[src/rtl/addex_pkg.sv]
// addex_pkg: shared widths and state encoding for the addex adder family.
// Revision: 1.0
`default_nettype none

package addex_pkg;

    localparam int QW_DEF = 4;
    localparam int SW_DEF = 8;
    localparam int LW_DEF = 5;

    typedef enum logic [1:0] {
        ST_IDLE = 2'b00,
        ST_ACC  = 2'b01,
        ST_HOLD = 2'b10
    } state_t;

endpackage

`default_nettype wire

[src/rtl/addex_acc_if.sv]
// addex_acc_if: sample stream, frame control and result readout of addex_acc.
// Revision: 1.0
`default_nettype none

interface addex_acc_if #(
    parameter int SW = 8,
    parameter int QW = 4,
    parameter int LW = 5
);
    logic          START;
    logic [LW-1:0] LEN;
    logic [QW-1:0] QIN;
    logic          QVALID;
    logic          QREADY;
    logic [SW-1:0] SUM;
    logic          OVF;
    logic [LW-1:0] CNT;
    logic          DONE;
    logic          BUSY;
    logic          ACK;

    modport master (
        output START, LEN, QIN, QVALID, ACK,
        input  QREADY, SUM, OVF, CNT, DONE, BUSY
    );

    modport slave (
        input  START, LEN, QIN, QVALID, ACK,
        output QREADY, SUM, OVF, CNT, DONE, BUSY
    );
endinterface

`default_nettype wire

[src/rtl/sat_add.sv]
// sat_add: unsigned saturating adder, SW-bit accumulator plus QW-bit operand.
// Revision: 1.0
`default_nettype none

module sat_add #(
    parameter int SW = 8,
    parameter int QW = 4
) (
    input  wire logic [SW-1:0] a_i,
    input  wire logic [QW-1:0] b_i,
    output logic      [SW-1:0] sum_o,
    output logic               ovf_o
);

    logic [SW:0] w_full;

    assign w_full = {1'b0, a_i} + {{(SW + 1 - QW){1'b0}}, b_i};
    assign ovf_o  = w_full[SW];
    assign sum_o  = w_full[SW] ? {SW{1'b1}} : w_full[SW-1:0];

endmodule

`default_nettype wire

[src/rtl/addex_acc.sv]
// addex_acc: accumulates a programmed number of addex samples into a
// saturating total and holds the result until acknowledged. Revision: 1.0
`default_nettype none

module addex_acc
    import addex_pkg::*;
#(
    parameter int SW = SW_DEF,
    parameter int QW = QW_DEF,
    parameter int LW = LW_DEF
) (
    input wire logic  CK,
    input wire logic  RES,
    addex_acc_if.slave bus
);

    state_t        state_q;
    logic [LW-1:0] len_q;
    logic [SW-1:0] sum_q;
    logic          ovf_q;
    logic [LW-1:0] cnt_q;
    logic          qready_q;
    logic          done_q;
    logic          busy_q;

    logic [SW-1:0] sum_d;
    logic          ovf_d;
    logic [LW-1:0] cnt_d;
    logic          w_start;

    sat_add #(
        .SW (SW),
        .QW (QW)
    ) u_sat_add (
        .a_i   (sum_q),
        .b_i   (bus.QIN),
        .sum_o (sum_d),
        .ovf_o (ovf_d)
    );

    assign cnt_d   = cnt_q + 1'b1;
    // START is honoured in IDLE, or in HOLD only alongside ACK (restart).
    assign w_start = bus.START &
                     ((state_q == ST_IDLE) || ((state_q == ST_HOLD) && bus.ACK));

    always_ff @(posedge CK) begin
        if (RES) begin
            state_q  <= ST_IDLE;
            len_q    <= '0;
            sum_q    <= '0;
            ovf_q    <= 1'b0;
            cnt_q    <= '0;
            qready_q <= 1'b0;
            done_q   <= 1'b0;
            busy_q   <= 1'b0;
        end else if (w_start) begin
            len_q  <= bus.LEN;
            sum_q  <= '0;
            ovf_q  <= 1'b0;
            cnt_q  <= '0;
            busy_q <= 1'b1;
            if (bus.LEN == '0) begin
                state_q  <= ST_HOLD;
                qready_q <= 1'b0;
                done_q   <= 1'b1;
            end else begin
                state_q  <= ST_ACC;
                qready_q <= 1'b1;
                done_q   <= 1'b0;
            end
        end else begin
            case (state_q)
                ST_IDLE: begin
                    qready_q <= 1'b0;
                    done_q   <= 1'b0;
                    busy_q   <= 1'b0;
                end
                ST_ACC: begin
                    if (bus.QVALID) begin
                        sum_q <= sum_d;
                        ovf_q <= ovf_q | ovf_d;
                        cnt_q <= cnt_d;
                        if (cnt_d == len_q) begin
                            state_q  <= ST_HOLD;
                            qready_q <= 1'b0;
                            done_q   <= 1'b1;
                        end
                    end
                end
                ST_HOLD: begin
                    if (bus.ACK) begin
                        state_q <= ST_IDLE;
                        done_q  <= 1'b0;
                        busy_q  <= 1'b0;
                    end
                end
                default: begin
                    state_q  <= ST_IDLE;
                    qready_q <= 1'b0;
                    done_q   <= 1'b0;
                    busy_q   <= 1'b0;
                end
            endcase
        end
    end

    assign bus.QREADY = qready_q;
    assign bus.SUM    = sum_q;
    assign bus.OVF    = ovf_q;
    assign bus.CNT    = cnt_q;
    assign bus.DONE   = done_q;
    assign bus.BUSY   = busy_q;

endmodule

`default_nettype wire

[src/flat_wrapper.sv]
// flat-port wrapper written by rule: the top's interface ports become plain ports
module addex_acc_flat import addex_pkg::*;
#(
    parameter int SW = SW_DEF,
    parameter int QW = QW_DEF,
    parameter int LW = LW_DEF
)
  (CK, RES, bus_START, bus_LEN, bus_QIN, bus_QVALID, bus_ACK, bus_QREADY, bus_SUM, bus_OVF, bus_CNT, bus_DONE, bus_BUSY);
  addex_acc_if #(.SW(SW), .QW(QW), .LW(LW)) bus_i ();
  input wire logic CK;
  input wire logic RES;
  input wire logic [$bits(bus_i.START)-1:0] bus_START;
  input wire logic [$bits(bus_i.LEN)-1:0] bus_LEN;
  input wire logic [$bits(bus_i.QIN)-1:0] bus_QIN;
  input wire logic [$bits(bus_i.QVALID)-1:0] bus_QVALID;
  input wire logic [$bits(bus_i.ACK)-1:0] bus_ACK;
  output wire logic [$bits(bus_i.QREADY)-1:0] bus_QREADY;
  output wire logic [$bits(bus_i.SUM)-1:0] bus_SUM;
  output wire logic [$bits(bus_i.OVF)-1:0] bus_OVF;
  output wire logic [$bits(bus_i.CNT)-1:0] bus_CNT;
  output wire logic [$bits(bus_i.DONE)-1:0] bus_DONE;
  output wire logic [$bits(bus_i.BUSY)-1:0] bus_BUSY;
  assign bus_i.START = bus_START;
  assign bus_i.LEN = bus_LEN;
  assign bus_i.QIN = bus_QIN;
  assign bus_i.QVALID = bus_QVALID;
  assign bus_i.ACK = bus_ACK;
  assign bus_QREADY = bus_i.QREADY;
  assign bus_SUM = bus_i.SUM;
  assign bus_OVF = bus_i.OVF;
  assign bus_CNT = bus_i.CNT;
  assign bus_DONE = bus_i.DONE;
  assign bus_BUSY = bus_i.BUSY;
  addex_acc #(.SW(SW), .QW(QW), .LW(LW)) u_core (.CK(CK), .RES(RES), .bus(bus_i));
endmodule
[config.mk]
export PLATFORM = sky130hd
export DESIGN_NAME = addex_acc_flat
export DESIGN_NICKNAME = d
export VERILOG_FILES = /design/src/rtl/addex_pkg.sv /design/src/rtl/addex_acc_if.sv /design/src/rtl/sat_add.sv /design/src/rtl/addex_acc.sv /design/src/flat_wrapper.sv
export SDC_FILE = /design/constraint.sdc
export NUM_CORES = 1
export LEC_CHECK = 0
export ABC_AREA = 1
export ABC_CLOCK_PERIOD_IN_PS = 1900
export CORE_ASPECT_RATIO = 2
export CORE_UTILIZATION = 46
export CTS_BUF_LIST = sky130_fd_sc_hd__clkbuf_4
export CTS_CLUSTER_DIAMETER = 120
export CTS_CLUSTER_SIZE = 20
export DETAILED_ROUTE_END_ITERATION = 12
export PLACE_DENSITY = 0.85
export SYNTH_ARGS = -nofsm -noshare
export SYNTH_HDL_FRONTEND = slang
export SYNTH_SLANG_ARGS = --single-unit
[constraint.sdc]
create_clock -name CK -period 1.9 [get_ports CK]
set_input_delay 0.475 -clock CK [delete_from_list [all_inputs] [get_ports CK]]
set_output_delay 0.475 -clock CK [all_outputs]
set_load 0.01 [all_outputs]
==> impl_metrics.toml, run 1 <==
[run_status]
run_status = "complete, no violations"

[grt]
grt_usage_pct = 22.3
antenna_found_initial = 0
grt_first_pass_wirelength_um = 4880
grt_pass1_vias = 1214
grt_start_max_net_pins = 13
grt.overflow.total = 0

[timing]
fmax_mhz = 554
worstMarginPinSlew_ns = 0.381
min_period_over_period_pct = 95.0
setup_viol = 0
max-slew-margin-rel_pct = 74.4
drv_slew = 0
finalCriticalPeriod_ns = 1.80
worst_clock_skew_ns = 0.000706
hold_viol_final = 0

[critical_path]
critPathTopFamily = "buffers and inverters"
crit_path_max_fanout = 4
cpPeakStageDelay_ns = 0.57
cp-end-kind = "output port"
ff2ff_setup_slack_ns = 0.28
required_ns = 1.42
r2r-end = "u_core.bus.DONE"
critPathArrivalTime_ns = 1.33
r2r_cells = 12
rr_startpoint = "u_core.bus.CNT[1]"
slowest_stage = "clkdlybuf4s50_1"
path_buf_inv = 1
crit_chain = "clkdlybuf4s50_1"
critPathKind = "flip-flop to output port"
worstSetupStartpointType = "flip-flop"

[synthesis]
synthXorXnorAreaFrac_pct = 2.77
synth_top_family_by_area = "simple AND/OR/NAND/NOR gates"
synth_area_leaders = "dfxtp_1, nand2_1, inv_1"
syn_area_um2 = 1270
avgSynthCellArea_um2 = 7.40
yosysWarningCount = 0
synth_adder_area_share_pct = 6.52
syn-num-nets = 191
synth_largest_area_cell = "dfxtp_1"
ys_seq_elements = 24
ys_seq_area_share_pct = 37.9
synth_compound_area_share_pct = 16.1
synth_cells = 171
synth_simple_gate_area_share_pct = 28.5
muxShareOfSynthArea_pct = 0
ys_types = 28
synth_top_area_share_pct = 37.9

[drt]
via_count = 1267
drc = 0
drt_iter0_drc = 41
wire_per_inst_um = 12.2
totalWireLength_um = 2940
wl_met3_um = 71
drt-met1-wl_um = 1060
top_layer = "met4"
first_pass_iters = 4
ant_nets = 0
routed_via_density = 5.26
wl_met2_um = 1770

[layout]
drive_above_1_share_pct = 16.4
design_area_um2 = 1720
finalNonFillerCells = 241
area_growth_pct = 36.0
diodes = 0
fill_cells = 223
final_nets = 235

[placed_design]
routabilityCongestion = 0.756
place_inst = 238
place_area_um2 = 1670
portBuffers = 30
dp_hpwl_um = 2340

[worst_hold_path]
hold_path_depth = 2
min_to = "u_core.bus.OVF"
min_path_type = "flip-flop to flip-flop"
hold_start = "u_core.bus.OVF"

[clock_tree]
clk_pin_slew_ns = 0.12
h-tree-depth = 1
cts_tree = "done"
clock_latency_ns = 0.32
clock-root-buffer = "clkbuf_4"
cts_buffers = 3
clk_path_buf_depth = 2
cts.sinks = 24
postCtsSetupRepairBufs = 0

[die]
die_w_um = 39.1
io_pins = 31
initial_utilization_pct = 49.3
core_area_um2 = 2570
die-area_um2 = 2980
die_h_um = 76.2
rows = 26

[flow_run]
drv_cap = 0

[power_and_ir_drop]
ir_worst_vdd_v = 0.000413
total_power_mw = 1.05
leakagePower_nw = 0.709
powerDensity_nw_per_um2 = 612
==> stage by stage <==
stage | utilization, % | hold WS (ns) | worst slack, ns | TNS [ns]
2_1_floorplan | - | 0.453 | 0.125 | 0
3_3_place_gp | 64.8 | 0.441 | -0.288 | -2.03
3_5_place_dp | 64.8 | 0.442 | -0.312 | -2.27
4_1_cts | 65.7 | 0.461 | 0.0315 | 0
5_1_grt | 67.0 | 0.492 | -0.0232 | -0.0232
6_report | 67.0 | 0.458 | 0.0952 | 0
==> metal layers <==
metal,global-route usage [%],vias to the layer above
li1,-,648
met5,0,-
met2,41.3,29
met1,22.8,586
met4,9.66,0
met3,1.75,4
==> synthesized netlist by cell type <==
cell type and count:
a31oi_1 4, ha_1 5, o21ai_1 3, nand3_4 1, nand2_2 1, nand2_4 1
nor3_1 3, fa_1 1, buf_2 1, o221ai_1 1, nand3_1 10, dfxtp_1 24
a211oi_1 5, xnor2_1 3, nand3_2 1, o21ai_0 8, or3_1 1, a21oi_2 2
nor2_1 9, dlymetal6s2s_1 1, nor2_2 4, inv_2 2, xor2_1 1, inv_1 21
nand2_1 43, a21oi_1 12, nand4_1 2, nor2_4 1
==> report_power, final <==
group,internal (mW),leakage [nW],switching [mW]
Sequential,0.535,0.197,0.0245
Clock,0.0744,0.0138,0.151
Combinational,0.132,0.498,0.137
==> registers in the layout, indices dropped and copies added, names as in the netlist <==
| name | cells |
|---|---|
| u_core.bus.BUSY | 1 |
| u_core.bus.QREADY | 1 |
| u_core.bus.DONE | 1 |
| u_core.bus.SUM | 8 |
| u_core.bus.CNT | 5 |
| u_core.bus.OVF | 1 |
| u_core.len_q | 5 |
| u_core.state_q | 2 |
==> final cells by class <==
class | count | area [um2] | area share (%)
Timing Repair Buffer | 41 | 383 | 22.2
Tap cell | 28 | 35.0 | 2.03
Multi-Input combinational cell | 122 | 712 | 41.4
Inverter | 23 | 86.3 | 5.01
Sequential cell | 24 | 483 | 28.1
Clock buffer | 3 | 22.5 | 1.31
==> cells by family after synthesis <==
logic type / count (synthesis)
AND/OR/NAND/NOR: 77
AO/OA/AOI/OAI: 35
flip-flops: 24
buffers and inverters: 25
adder cells (fa/ha/maj): 6
XOR/XNOR: 4
==> worst max-delay path by stage <==
stage / from / to / slack [ns] / cells past startpoint
6_report: u_core.bus.SUM[1] / bus_SUM[1] / 0.1 / 1
5_1_grt: bus_QIN[0] / u_core.bus.SUM[5] / -0.02 / 9
4_1_cts: bus_QIN[0] / u_core.bus.SUM[5] / 0.03 / 9
3_5_place_dp: bus_QIN[0] / u_core.bus.SUM[5] / -0.31 / 9
3_3_place_gp: bus_QIN[0] / u_core.bus.SUM[5] / -0.29 / 9
2_1_floorplan: bus_QIN[0] / u_core.bus.SUM[5] / 0.13 / 8
==> tightest hold or removal path: stages, from the launching register on <==
cell,delay (ns)
dfxtp_1,0.33
inv_1,0.04
a21oi_1,0.05
==> cell usage in the layout, fill, tap and decap left out, types with 2 or more instances in the layout <==
cell,n
inv_1,21
inv_2,2
nor2_2,4
buf_4,11
clkdlybuf4s50_1,30
xnor2_1,3
a21oi_2,2
o21ai_1,3
nor2_1,9
nor3_1,3
a211oi_1,5
nand2_2,2
nand3_1,8
a31oi_1,4
dfxtp_2,2
a21oi_1,12
nand3_2,3
nand4_1,2
o21ai_0,8
ha_1,3
dfxtp_1,22
clkbuf_4,3
nand2_1,42
==> repair_timing <==
item / CTS / global route
hold buffers: 0 / 0
gates resized for setup: 0 / 8
endpoints found under the setup margin: 0 / 10
(Power assumes the default switching activity.)
==> inputs of run 2 (changes only) <==
--- a/constraint.sdc
+++ b/constraint.sdc
@@ -3,2 +3,2 @@
 set_output_delay 0.475 -clock CK [all_outputs]
-set_load 0.01 [all_outputs]
+set_load 0.005 [all_outputs]
==> run 2 against run 1 <==
Non-clock buffer count rose by 1; fmax decreased by 2.3%; global-route usage grew 0.95 points; sequential share of layout area shrank 0.37 points; final area up 0.80%; first-iteration DRC count increased by 17%; total power hardly changed; critical path depth is 8 higher; count of clock-buffer cells in the layout did not move; cell count up 0.83%; worst setup slack worse by 0.042 ns; combinational power hardly changed.
==> impl_metrics.toml, run 2 (synthesis gave the netlist of run 1 again) <==
[run_status]
run_status = "complete, no violations"

[die]
die_w_um = 39.1
io_pins = 31
rows = 26
die-area_um2 = 2980
die_h_um = 76.2
initial_utilization_pct = 49.3
core_area_um2 = 2570

[timing]
worstMarginPinSlew_ns = 0.447
setup_ws_ns = 0.0528
min_period_over_period_pct = 97.2
worst_clock_skew_ns = 0.00723
hold_viol_final = 0
drv_slew = 0
setup_viol = 0
fmax_mhz = 541
max-slew-margin-rel_pct = 70.0
finalCriticalPeriod_ns = 1.85

[critical_path]
rr_startpoint = "u_core.bus.SUM[0]"
critPathLaunch = "bus_QIN[0]"
worstSetupStartpointType = "input port"
required_ns = 2.11
critPathArrivalTime_ns = 2.06
crit_path_max_fanout = 3
cp-end-kind = "flip-flop"
critPathKind = "input port to flip-flop"

[grt]
grt_first_pass_wirelength_um = 5190
grt_usage_pct = 23.3
antenna_found_initial = 0
grt.overflow.total = 0
grt_pass1_vias = 1319
grt_start_max_net_pins = 14

[layout]
layout.cells.most_common = "nand2_1"
layout_common_cells = "nand2_1, clkdlybuf4s50_1, dfxtp_1, inv_1"
design_area_um2 = 1740
area_growth_pct = 37.1
diodes = 0
largest_reg_flops = 8
final_nets = 236
drive_above_1_share_pct = 16.3

[clock_tree]
h-tree-depth = 1
clk_pin_slew_ns = 0.12
ctsHoldBuffers = 0
cts.sinks = 24
cts_tree = "done"
clk_path_buf_depth = 2
cts_buffers = 3
clock_latency_ns = 0.32
postCtsSetupRepairBufs = 0
clock-root-buffer = "clkbuf_4"

[flow_run]
drv_cap = 0

[power_and_ir_drop]
switchingPower_mw = 0.308
swShare_pct = 29.3
powerDensity_nw_per_um2 = 606
p_int_mw = 0.744
p_seq_share_pct = 53.1
leakagePower_nw = 0.715
power_frac_clock_pct = 21.6
combPwrFrac_pct = 25.3
ir_worst_vdd_v = 0.000520

[drt]
wl_met2_um = 1870
drt_iter0_drc = 48
via_count = 1299
top_layer = "met4"
wire_per_inst_um = 12.7
totalWireLength_um = 3080
drc = 0
drt-met1-wl_um = 1040
first_pass_iters = 4
routed_via_density = 5.35
wl_met3_um = 81
ant_nets = 0

[placed_design]
portBuffers = 30
place_ws_ns = -0.368
routabilityCongestion = 0.769
dp_hpwl_um = 2460
place_area_um2 = 1670

[worst_hold_path]
hold_start = "u_core.bus.OVF"
min_path_type = "flip-flop to flip-flop"
==> run 2: cell count changes in the layout (fill, tap and decap cells not counted), sizes merged <==
cell,delta
clkinv,+1
buf,+1
==> run 2: what timing repair did <==
item / in CTS / in global routing
resized for setup: 2 / 5
hold endpoints to repair: 0 / 0
pin swaps: 0 / 0
endpoints found under the setup margin: 1 / 5
==> run 2: layout make-up <==
type,instances,area [um2]
clock inverters,1,3.75
flip-flops and latches,24,480
fillers,225,835
well taps,28,35.0
multi-input cells,122,717
inverters,23,86.3
repair buffers,42,390
clock buffers,3,22.5
==> run 2: worst paths after layout <==
kind,endpoint,slack [ns],cells past startpoint
worst min register to register,u_core.bus.OVF,0.46,2
worst max register to register,u_core.bus.SUM[5],0.25,8
worst min-delay path,u_core.bus.OVF,0.46,2
worst max-delay path,u_core.bus.SUM[5],0.05,9
==> run 2: per-stage QoR <==
step / power [mW] / std cells / hold slack, ns / TNS (ns) / util (%)
final: 1.05 / 243 / 0.459 / 0 / 67.5
after global routing: 1.11 / 243 / 0.500 / -0.0533 / 67.5
after CTS: 1.05 / 243 / 0.463 / 0 / 66.5
after detailed placement: 0.830 / 239 / 0.444 / -2.32 / 65.1
after global placement: 0.819 / 239 / 0.441 / -2.03 / 65.1
after floorplan: 0.713 / 171 / 0.447 / 0 / -
==> run 2: per-layer routing <==
layer / track usage, % / up-vias
li1: - / 657
met1: 22.3 / 604
met2: 43.8 / 30
met3: 2.04 / 8
met4: 11.0 / 0
met5: 0 / -
==> run 2: critical path: stages <==
cell and delay, ns:
clkdlybuf4s50_1 0.41, ha_2 0.19, fa_2 0.35, nand3_1 0.10, nand3_2 0.11, nand3_2 0.11
o21ai_0 0.11, a21oi_1 0.15, nor2_1 0.05
==> run 2: power groups by stage <==
| stage | Sequential, mW | Combinational (mW) | Clock (mW) |
|---|---|---|---|
| floorplan | 0.567 | 0.146 | 0 |
| global placement | 0.566 | 0.252 | 0 |
| detailed placement | 0.569 | 0.261 | 0 |
| CTS | 0.558 | 0.263 | 0.233 |
| global route | 0.563 | 0.297 | 0.247 |
| finish | 0.558 | 0.267 | 0.228 |
